## config.mk

```make
export PLATFORM = sky130hd
export DESIGN_NAME = ma_stream_receiver
export DESIGN_NICKNAME = d
export VERILOG_FILES = /design/src/rtl/ma_rx_pkg.sv /design/src/rtl/ma_stream_receiver.sv
export SDC_FILE = /design/constraint.sdc
export NUM_CORES = 1
export LEC_CHECK = 0
export CAP_MARGIN = 15
export CORE_MARGIN = 1
export CORE_UTILIZATION = 32
export DETAILED_ROUTE_END_ITERATION = 12
export PLACE_DENSITY = 0.65
export SLEW_MARGIN = 40
export SYNTH_ARGS = -nofsm -noshare
export SYNTH_HDL_FRONTEND = slang
export SYNTH_SLANG_ARGS = --single-unit
export TNS_END_PERCENT = 50
```

## constraint.sdc

```tcl
create_clock -name clk_i -period 5.7 [get_ports clk_i]
set_clock_uncertainty 0.15 [all_clocks]
set_input_delay 1.14 -clock clk_i [delete_from_list [all_inputs] [get_ports clk_i]]
set_output_delay 1.14 -clock clk_i [all_outputs]
set_load 0.01 [all_outputs]
```

## src/rtl/ma_rx_pkg.sv

```systemverilog
// Shared types for the MA bootstrap stream receiver: FSM states and the per-task header record.
package ma_rx_pkg;

    typedef enum logic [3:0] {
        H_TEXT,
        H_DATA,
        H_BSS,
        H_ENTRY,
        BIN,
        D_SIZE,
        D_CNT,
        D_MAP,
        D_GRAPH,
        DONE,
        ERR
    } ma_rx_state_t;

    typedef struct packed {
        logic [31:0] text;
        logic [31:0] data;
        logic [31:0] bss;
        logic [31:0] entry;
    } ma_task_hdr_t;

    localparam int HDR_WORDS = 4;

endpackage

```

## src/rtl/ma_stream_receiver.sv

```systemverilog
// PE-side receiver for the MA bootstrap flit stream: headers, task binaries and MA descriptor.
// Optional protocol checking is enabled by defining MA_RX_SANITY_EN.
module ma_stream_receiver
    import ma_rx_pkg::*;
#(
    parameter int  FLIT_SIZE     = 32,
    parameter int  MAX_TASKS     = 16,
    parameter int  MAX_BIN_WORDS = 16384,
    localparam int TW            = $clog2(MAX_TASKS),
    localparam int AW            = $clog2(MAX_BIN_WORDS)
) (
    input  logic                 clk_i,
    input  logic                 rst_i,
    input  logic                 rx_i,
    output logic                 credit_o,
    input  logic [FLIT_SIZE-1:0] data_i,
    output logic                 mem_we_o,
    input  logic                 mem_ready_i,
    output logic [TW-1:0]        mem_task_o,
    output logic [AW-1:0]        mem_addr_o,
    output logic [31:0]          mem_data_o,
    output logic                 hdr_valid_o,
    output logic [31:0]          text_size_o,
    output logic [31:0]          data_size_o,
    output logic [31:0]          bss_size_o,
    output logic [31:0]          entry_o,
    output logic                 desc_we_o,
    output logic [7:0]           desc_idx_o,
    output logic [31:0]          desc_data_o,
    output logic [7:0]           task_cnt_o,
    output logic                 done_o,
    output logic                 error_o
);

    ma_rx_state_t  state_q, state_d, after_bin;
    ma_task_hdr_t  hdr_q;
    logic [TW-1:0] task_q, hdr_task_p1;
    logic [31:0]   flit, nwords_q, nwords_next, word_cnt_q;
    logic [32:0]   nw_sum;
    logic [7:0]    cnt_q, cnt_next, desc_idx_q;
    logic          live_q, hdr_vld_p1, accept, in_desc, bad;

    assign flit        = data_i[31:0];
    assign nw_sum      = {1'b0, hdr_q.text} + {1'b0, hdr_q.data};
    assign nwords_next = 32'(nw_sum >> 2);

`ifdef MA_RX_SANITY_EN
    logic [31:0] dsize_q;

    always_comb begin
        bad = 1'b0;
        case (state_q)
            H_TEXT, H_DATA: bad = (flit[1:0] != 2'b00);
            H_ENTRY:        bad = (nwords_next > 32'(MAX_BIN_WORDS));
            D_CNT:          bad = (flit != dsize_q) || (flit == 32'd0) || (flit > 32'(MAX_TASKS));
            D_GRAPH:        bad = (flit != 32'd0);
            default:        bad = 1'b0;
        endcase
    end

    always_ff @(posedge clk_i) begin
        if (accept && state_q == D_SIZE) dsize_q <= flit;
    end

    assign cnt_next = flit[7:0];
    assign error_o  = (state_q == ERR);
`else
    assign bad      = 1'b0;
    assign cnt_next = 8'(flit[TW-1:0]);
    assign error_o  = 1'b0;
`endif

    // live_q holds credit low during reset and for the first cycle after release
    assign credit_o = live_q && (state_q != DONE) && (state_q != ERR) &&
                      ((state_q != BIN) || mem_ready_i);
    assign accept   = rx_i && credit_o;
    assign in_desc  = state_q inside {D_SIZE, D_CNT, D_MAP, D_GRAPH};

    assign mem_we_o    = accept && (state_q == BIN);
    assign mem_addr_o  = word_cnt_q[AW-1:0];
    assign mem_data_o  = mem_we_o ? flit : '0;
    assign mem_task_o  = hdr_vld_p1 ? hdr_task_p1 : task_q;
    assign desc_we_o   = accept && in_desc;
    assign desc_idx_o  = desc_idx_q;
    assign desc_data_o = desc_we_o ? flit : '0;
    assign hdr_valid_o = hdr_vld_p1;
    assign text_size_o = hdr_q.text;
    assign data_size_o = hdr_q.data;
    assign bss_size_o  = hdr_q.bss;
    assign entry_o     = hdr_q.entry;
    assign task_cnt_o  = cnt_q;
    assign done_o      = (state_q == DONE);

    // Task 0 (the mapper) is followed by the descriptor; later tasks chain or finish
    always_comb begin
        if (task_q == '0)
            after_bin = D_SIZE;
        else if ({{(8-TW){1'b0}}, task_q} + 8'd1 >= cnt_q)
            after_bin = DONE;
        else
            after_bin = H_TEXT;
    end

    always_comb begin
        state_d = state_q;
        if (accept) begin
            if (bad) begin
                state_d = ERR;
            end else begin
                case (state_q)
                    H_TEXT:  state_d = H_DATA;
                    H_DATA:  state_d = H_BSS;
                    H_BSS:   state_d = H_ENTRY;
                    H_ENTRY: state_d = (nwords_next == 32'd0) ? after_bin : BIN;
                    BIN:     if (word_cnt_q == nwords_q - 32'd1) state_d = after_bin;
                    D_SIZE:  state_d = D_CNT;
                    D_CNT:   state_d = D_MAP;
                    D_MAP:   if (desc_idx_q == cnt_q + 8'd2)
                                 state_d = (cnt_q == 8'd0) ? DONE : D_GRAPH;
                    D_GRAPH: if (desc_idx_q == {cnt_q[6:0], 1'b0} + 8'd2)
                                 state_d = (cnt_q == 8'd1) ? DONE : H_TEXT;
                    default: state_d = state_q;
                endcase
            end
        end
    end

    always_ff @(posedge clk_i) begin
        if (rst_i) begin
            state_q    <= H_TEXT;
            live_q     <= 1'b0;
            task_q     <= '0;
            cnt_q      <= '0;
            desc_idx_q <= '0;
            word_cnt_q <= '0;
            hdr_vld_p1 <= 1'b0;
            hdr_q      <= '0;
        end else begin
            live_q     <= 1'b1;
            state_q    <= state_d;
            hdr_vld_p1 <= accept && (state_q == H_ENTRY) && !bad;
            if (accept) begin
                case (state_q)
                    H_TEXT:  hdr_q.text <= flit;
                    H_DATA:  hdr_q.data <= flit;
                    H_BSS:   hdr_q.bss  <= flit;
                    H_ENTRY: begin
                        hdr_q.entry <= flit;
                        word_cnt_q  <= '0;
                    end
                    BIN:     word_cnt_q <= word_cnt_q + 32'd1;
                    D_CNT:   cnt_q      <= cnt_next;
                    default: ;
                endcase
                if (in_desc) desc_idx_q <= desc_idx_q + 8'd1;
            end
            if (state_q != H_TEXT && state_d == H_TEXT) task_q <= task_q + 1'b1;
        end
    end

    always_ff @(posedge clk_i) begin
        hdr_task_p1 <= task_q;
        if (accept && state_q == H_ENTRY) nwords_q <= nwords_next;
    end

endmodule

```

* Word level (Yosys, flattened, before mapping)
Cells that the tools add are included.
** Word-level totals
- Bits in registers :: 217
- Input bits :: 36
- Output and inout port bits :: 232
** Cells by class
- Add/subtract/negate cells :: 8
- Order comparisons :: 1
- Equality and inequality tests :: 16
- Multiplexer cells :: 15
- Reduce and logical (&&, ||, !) cells :: 24
** Operators with widths (count)
- 2-to-1 mux 32 bit :: 2
- one-hot mux 32 bit (2 select lines) :: 1
- 2-to-1 mux 4 bit :: 9
- one-hot mux 4 bit (9 select lines) :: 1
- adder 32 x 32 -> 33 bit :: 1
- adder 32 x 1 -> 32 bit, second input constant :: 1
- == test 32 bit :: 1
- logical NOT 32 bit :: 1
- subtractor 31 x 1 -> 32 bit, second input constant :: 1
- == test 4 x 3 -> 1 bit, second input constant :: 4
- AND reduction 2 bit :: 7
- logical NOT 4 bit :: 3
- adder 8 x 1 -> 8 bit, second input constant :: 1
- == test 4 x 1 -> 1 bit, second input constant :: 2
- == test 4 x 2 -> 1 bit, second input constant :: 2
- == test 4 bit, second input constant :: 2
- == test 8 x 5 -> 1 bit :: 1
- == test 8 x 6 -> 1 bit :: 1
- logical AND 1 bit :: 8
- logical NOT 8 bit :: 1
- inequality test 4 bit, second input constant :: 2
- nonzero test 4 bit :: 2
- adder 5 x 2 -> 6 bit, second input constant :: 1
- adder 4 x 1 -> 5 bit, second input constant :: 1
- other kinds (7) :: 8

* Longest topological paths before layout
- Depth in word-level cells :: 9
- Mapped depth :: 15

* Worst setup path after synthesis
Ideal clock, no wire load.
- Path type :: reg-to-reg
- From :: register nwords_q[2]
- To :: register task_q[3]
- Arrival :: 4.292 ns
- Slack :: 1.135 ns
- Cell stages (with the launch flop) :: 15
- Buffers on the path :: 2
- Cells stage by stage :: edfxtp_1 -> buf_2 -> or3_1 -> clkbuf_1 -> or4_1 -> or4_1 -> xnor2_1 -> or4_1 -> a2111oi_2 -> nand3_1 -> o41a_1 -> and4bb_2 -> o21ai_2 -> nor3_1 -> mux2_1
** On the way
- Cells in the longest elaborated chain, start to end :: 7
** Ends and longest elaborated chain
- from (decl) :: line ma_stream_receiver.sv:38 : logic [31:0] flit, nwords_q, nwords_next, word_cnt_q;
- from (signal assigned) :: line ma_stream_receiver.sv:163 : if (accept && state_q == H_ENTRY) nwords_q <= nwords_next;
- subtractor 31 x 1 -> 32 bit :: line ma_stream_receiver.sv:115 : BIN: if (word_cnt_q == nwords_q - 32'd1) state_d = after_bin;
- == test 32 bit :: line ma_stream_receiver.sv:115
- 2-to-1 mux 4 bit :: line ma_stream_receiver.sv:115
- one-hot mux 4 bit (9 select lines) :: line ma_stream_receiver.sv:110 : case (state_q)
- 2-to-1 mux 4 bit :: line ma_stream_receiver.sv:106 : if (accept) begin
- logical NOT 4 bit :: line ma_stream_receiver.sv:157 : if (state_q != H_TEXT && state_d == H_TEXT) task_q <= task_q + 1'b1;
- logical AND 1 bit :: line ma_stream_receiver.sv:157
- to (signal assigned) :: line ma_stream_receiver.sv:157
- to (decl) :: line ma_stream_receiver.sv:37 : logic [TW-1:0] task_q, hdr_task_p1;
Every way passes these cells.
A chain may end at the register's enable or synchronous reset.

* Worst setup path after layout
- From :: register nwords_q[0]
- To :: register task_q[3]
The elaborated chain is that of the path after synthesis.

==> run summary <==
via count: 11700
reg-to-reg slack, setup: 780 ps
crit-path max cell delay: 580 ps
Fmax achieved: 0.203 GHz
final setup TNS: 0 ps
drt pass-1 iters: 4
first-pass GRT wire length: 62000 um
WP data arrival: 5200 ps
CP Class: reg2reg
Cells after DPL: 2255
ys async rst share: 0
area of the die: 0.0391 mm^2
Worst-Margin Slew: 785 ps
cts bufs inserted: 26
RR Endpoint: task_q[3]
Worst-path clk slew: 60 ps
CTS tree: done
Post-CTS Setup Bufs: 0
vias per inst: 5.08
most frequent cells in the layout: nand2_1, clkdlybuf4s50_1, a21oi_1, dfxtp_1, nor2_1
drc violations: 0
GP Congestion: 0.933
layout cells sized above 1: 0.0485
critical path's most frequent cell: or3_1
Ports: 268
maximum fanout along the worst path: 6
non-filler instance count after layout: 2303
starting density of the core: 0.325
worst min path class: reg2reg
gr usage total: 0.196
Pleak: 5.69 nW
clock buffer depth: 3
critical path cell sequence: inv_1 > ha_1 > or4b_1 > or3_1 > nor2_1 > xor2_1 > or3_1 > a2111oi_0 > buf_4 > nand3_1 > o41a_1 > and4bb_2 > o21ai_2 > nor3_1 > mux2_1
post-route antenna net violation count: 0
Clk Latency, worst-skew pair: 540 ps
Post-Route WL: 38900 um
grt total ovfl: 0
CP startpoint kind: register
syn avg cell area: 7.84 um^2
Ys Warns: 0
Synth Register Bits: 217
R2R Path Start: nwords_q[0]
status: finished clean
Cell Area, Synth: 0.0123 mm^2
NumNets Final: 1852
slowest stage cell, crit path: a2111oi_0
number of max-cap violations: 0
clk sinks: 217
number of global-route vias before repair: 11300
Fin. Hold Viols: 0
minimum clock period: 4920 ps
commonest non-fill, non-tap cell in the layout: nand2_1
diode count: 0
RSZ-0062 raised after global routing: no
Final period util: 0.864
Hold-fix buffers, CTS: 0
H-tree Lvls: 1
Routed WL per cell: 16.9 um
IO buf count: 262
critical path capture point type: register
CP endpoint: task_q[3]
Max-slew headroom: 0.477
final setup fails: 0
die width: 198 um
ys flop type: dfxtp_1
fin. max-slew vios: 0
post-synthesis sequential area ratio: 0.380
Post-synth EDFFs: 31
core area: 0.0377 mm^2
# resized after CTS: 0
cell count after synthesis: 1564
DP Wirelength: 28800 um
synthesis-to-finish area growth: 31.6%
# rows: 71
Initial DRC Count: 654
Worst Path Required: 5970 ps
initial antenna violation count: 0
R2R depth: 15
PD cells: 226 mW/mm^2
worst vdd ir: 164 uV
number of distinct library cells after synthesis: 74
pin count of the biggest net entering global routing: 101
CTS root buf: clkbuf_16
die height: 198 um
CP startpoint: nwords_q[0]
critical path: cells and delay by family (launching register included):
kind,cells,cell delay [ps]
fa+ha+maj,1,270
buf+inv,2,300
compound gates,3,1020
simple gates,7,2200
xor+xnor,1,100
flops,1,450
mux,1,340
per-layer routing:
metal | track usage | vias up | share of wire
met5 | 0 | - | 0
met3 | 0.0436 | 65 | 0.065
met2 | 0.318 | 310 | 0.45
li1 | - | 5849 | -
met1 | 0.256 | 5477 | 0.45
met4 | 0.0669 | 0 | 0.032
through the flow:
stage          utilization  area (um^2)  total power, mW  setup slack (ps)  hold WS (ps)
5_1_grt              0.428        16100             3.78               417           278
6_report             0.428        16100             3.65               776           267
3_5_place_dp         0.404        15200             1.97               694           262
2_1_floorplan            -        12300             1.80              1140           226
3_3_place_gp         0.404        15200             1.97               734           252
4_1_cts              0.428        16100             3.68               678           265
layout make-up:
| type | count | area (um^2) |
|---|---|---|
| inverters | 36 | 136 |
| multi-input cells | 1213 | 7060 |
| well taps | 511 | 639 |
| repair buffers | 278 | 2740 |
| clock buffers | 37 | 806 |
| flip-flops and latches | 217 | 4650 |
| clock inverters | 11 | 96.3 |
| fillers | 3803 | 21500 |
flip-flops by register name, indices dropped and copies added (netlist names), 8 cells and up:
| register | flops |
|---|---|
| nwords_q | 31 |
| entry_o | 32 |
| bss_size_o | 32 |
| text_size_o | 32 |
| word_cnt_q | 32 |
| desc_idx_o | 8 |
| data_size_o | 32 |
cell usage after synthesis, drive strengths merged (13+ instances only):
| library cell | count | share of area |
|---|---|---|
| nand3 | 37 | 0.015 |
| nand2 | 324 | 0.099 |
| edfxtp | 31 | 0.076 |
| xnor2 | 53 | 0.038 |
| xor2 | 43 | 0.031 |
| and3 | 16 | 0.0082 |
| clkbuf | 79 | 0.024 |
| or3 | 23 | 0.012 |
| nand4 | 19 | 0.0097 |
| nor3 | 35 | 0.014 |
| buf | 23 | 0.013 |
| a31oi | 13 | 0.0066 |
| inv | 36 | 0.011 |
| nor2 | 89 | 0.027 |
| o21ai | 53 | 0.022 |
| nor2b | 13 | 0.0066 |
| a21oi | 192 | 0.078 |
| dfxtp | 186 | 0.30 |
| or4 | 13 | 0.0083 |
| and2 | 77 | 0.039 |
| nor4 | 14 | 0.0084 |
| ha | 44 | 0.045 |
cell families (layout without fill, tap and decap cells):
logic type / count (synthesis) / after routing / synth area share
mux: 14 / 14 / 0.0119
flops: 217 / 217 / 0.380
xor+xnor: 96 / 96 / 0.0686
compound gates: 349 / 349 / 0.168
other cells: 1 / 5 / 0.000306
buf+inv: 138 / 362 / 0.0483
simple gates: 705 / 705 / 0.278
fa+ha+maj: 44 / 44 / 0.0449
worst min path at each step:
| stage | start | to | cells after the start |
|---|---|---|---|
| detailed placement | task_q[1] | hdr_task_p1[1] | 0 |
| global placement | task_q[1] | hdr_task_p1[1] | 0 |
| global route | task_q[1] | hdr_task_p1[1] | 0 |
| floorplan | task_q[1] | hdr_task_p1[1] | 0 |
| CTS | task_q[1] | hdr_task_p1[1] | 0 |
| finish | task_q[1] | hdr_task_p1[1] | 0 |
power by group:
part,internal (mW),total [mW],switching (mW)
logic,0.135,0.334,0.199
clock network,1.03,1.71,0.681
registers,1.58,1.60,0.0260
No activity file was read; power rests on OpenSTA's default activity.
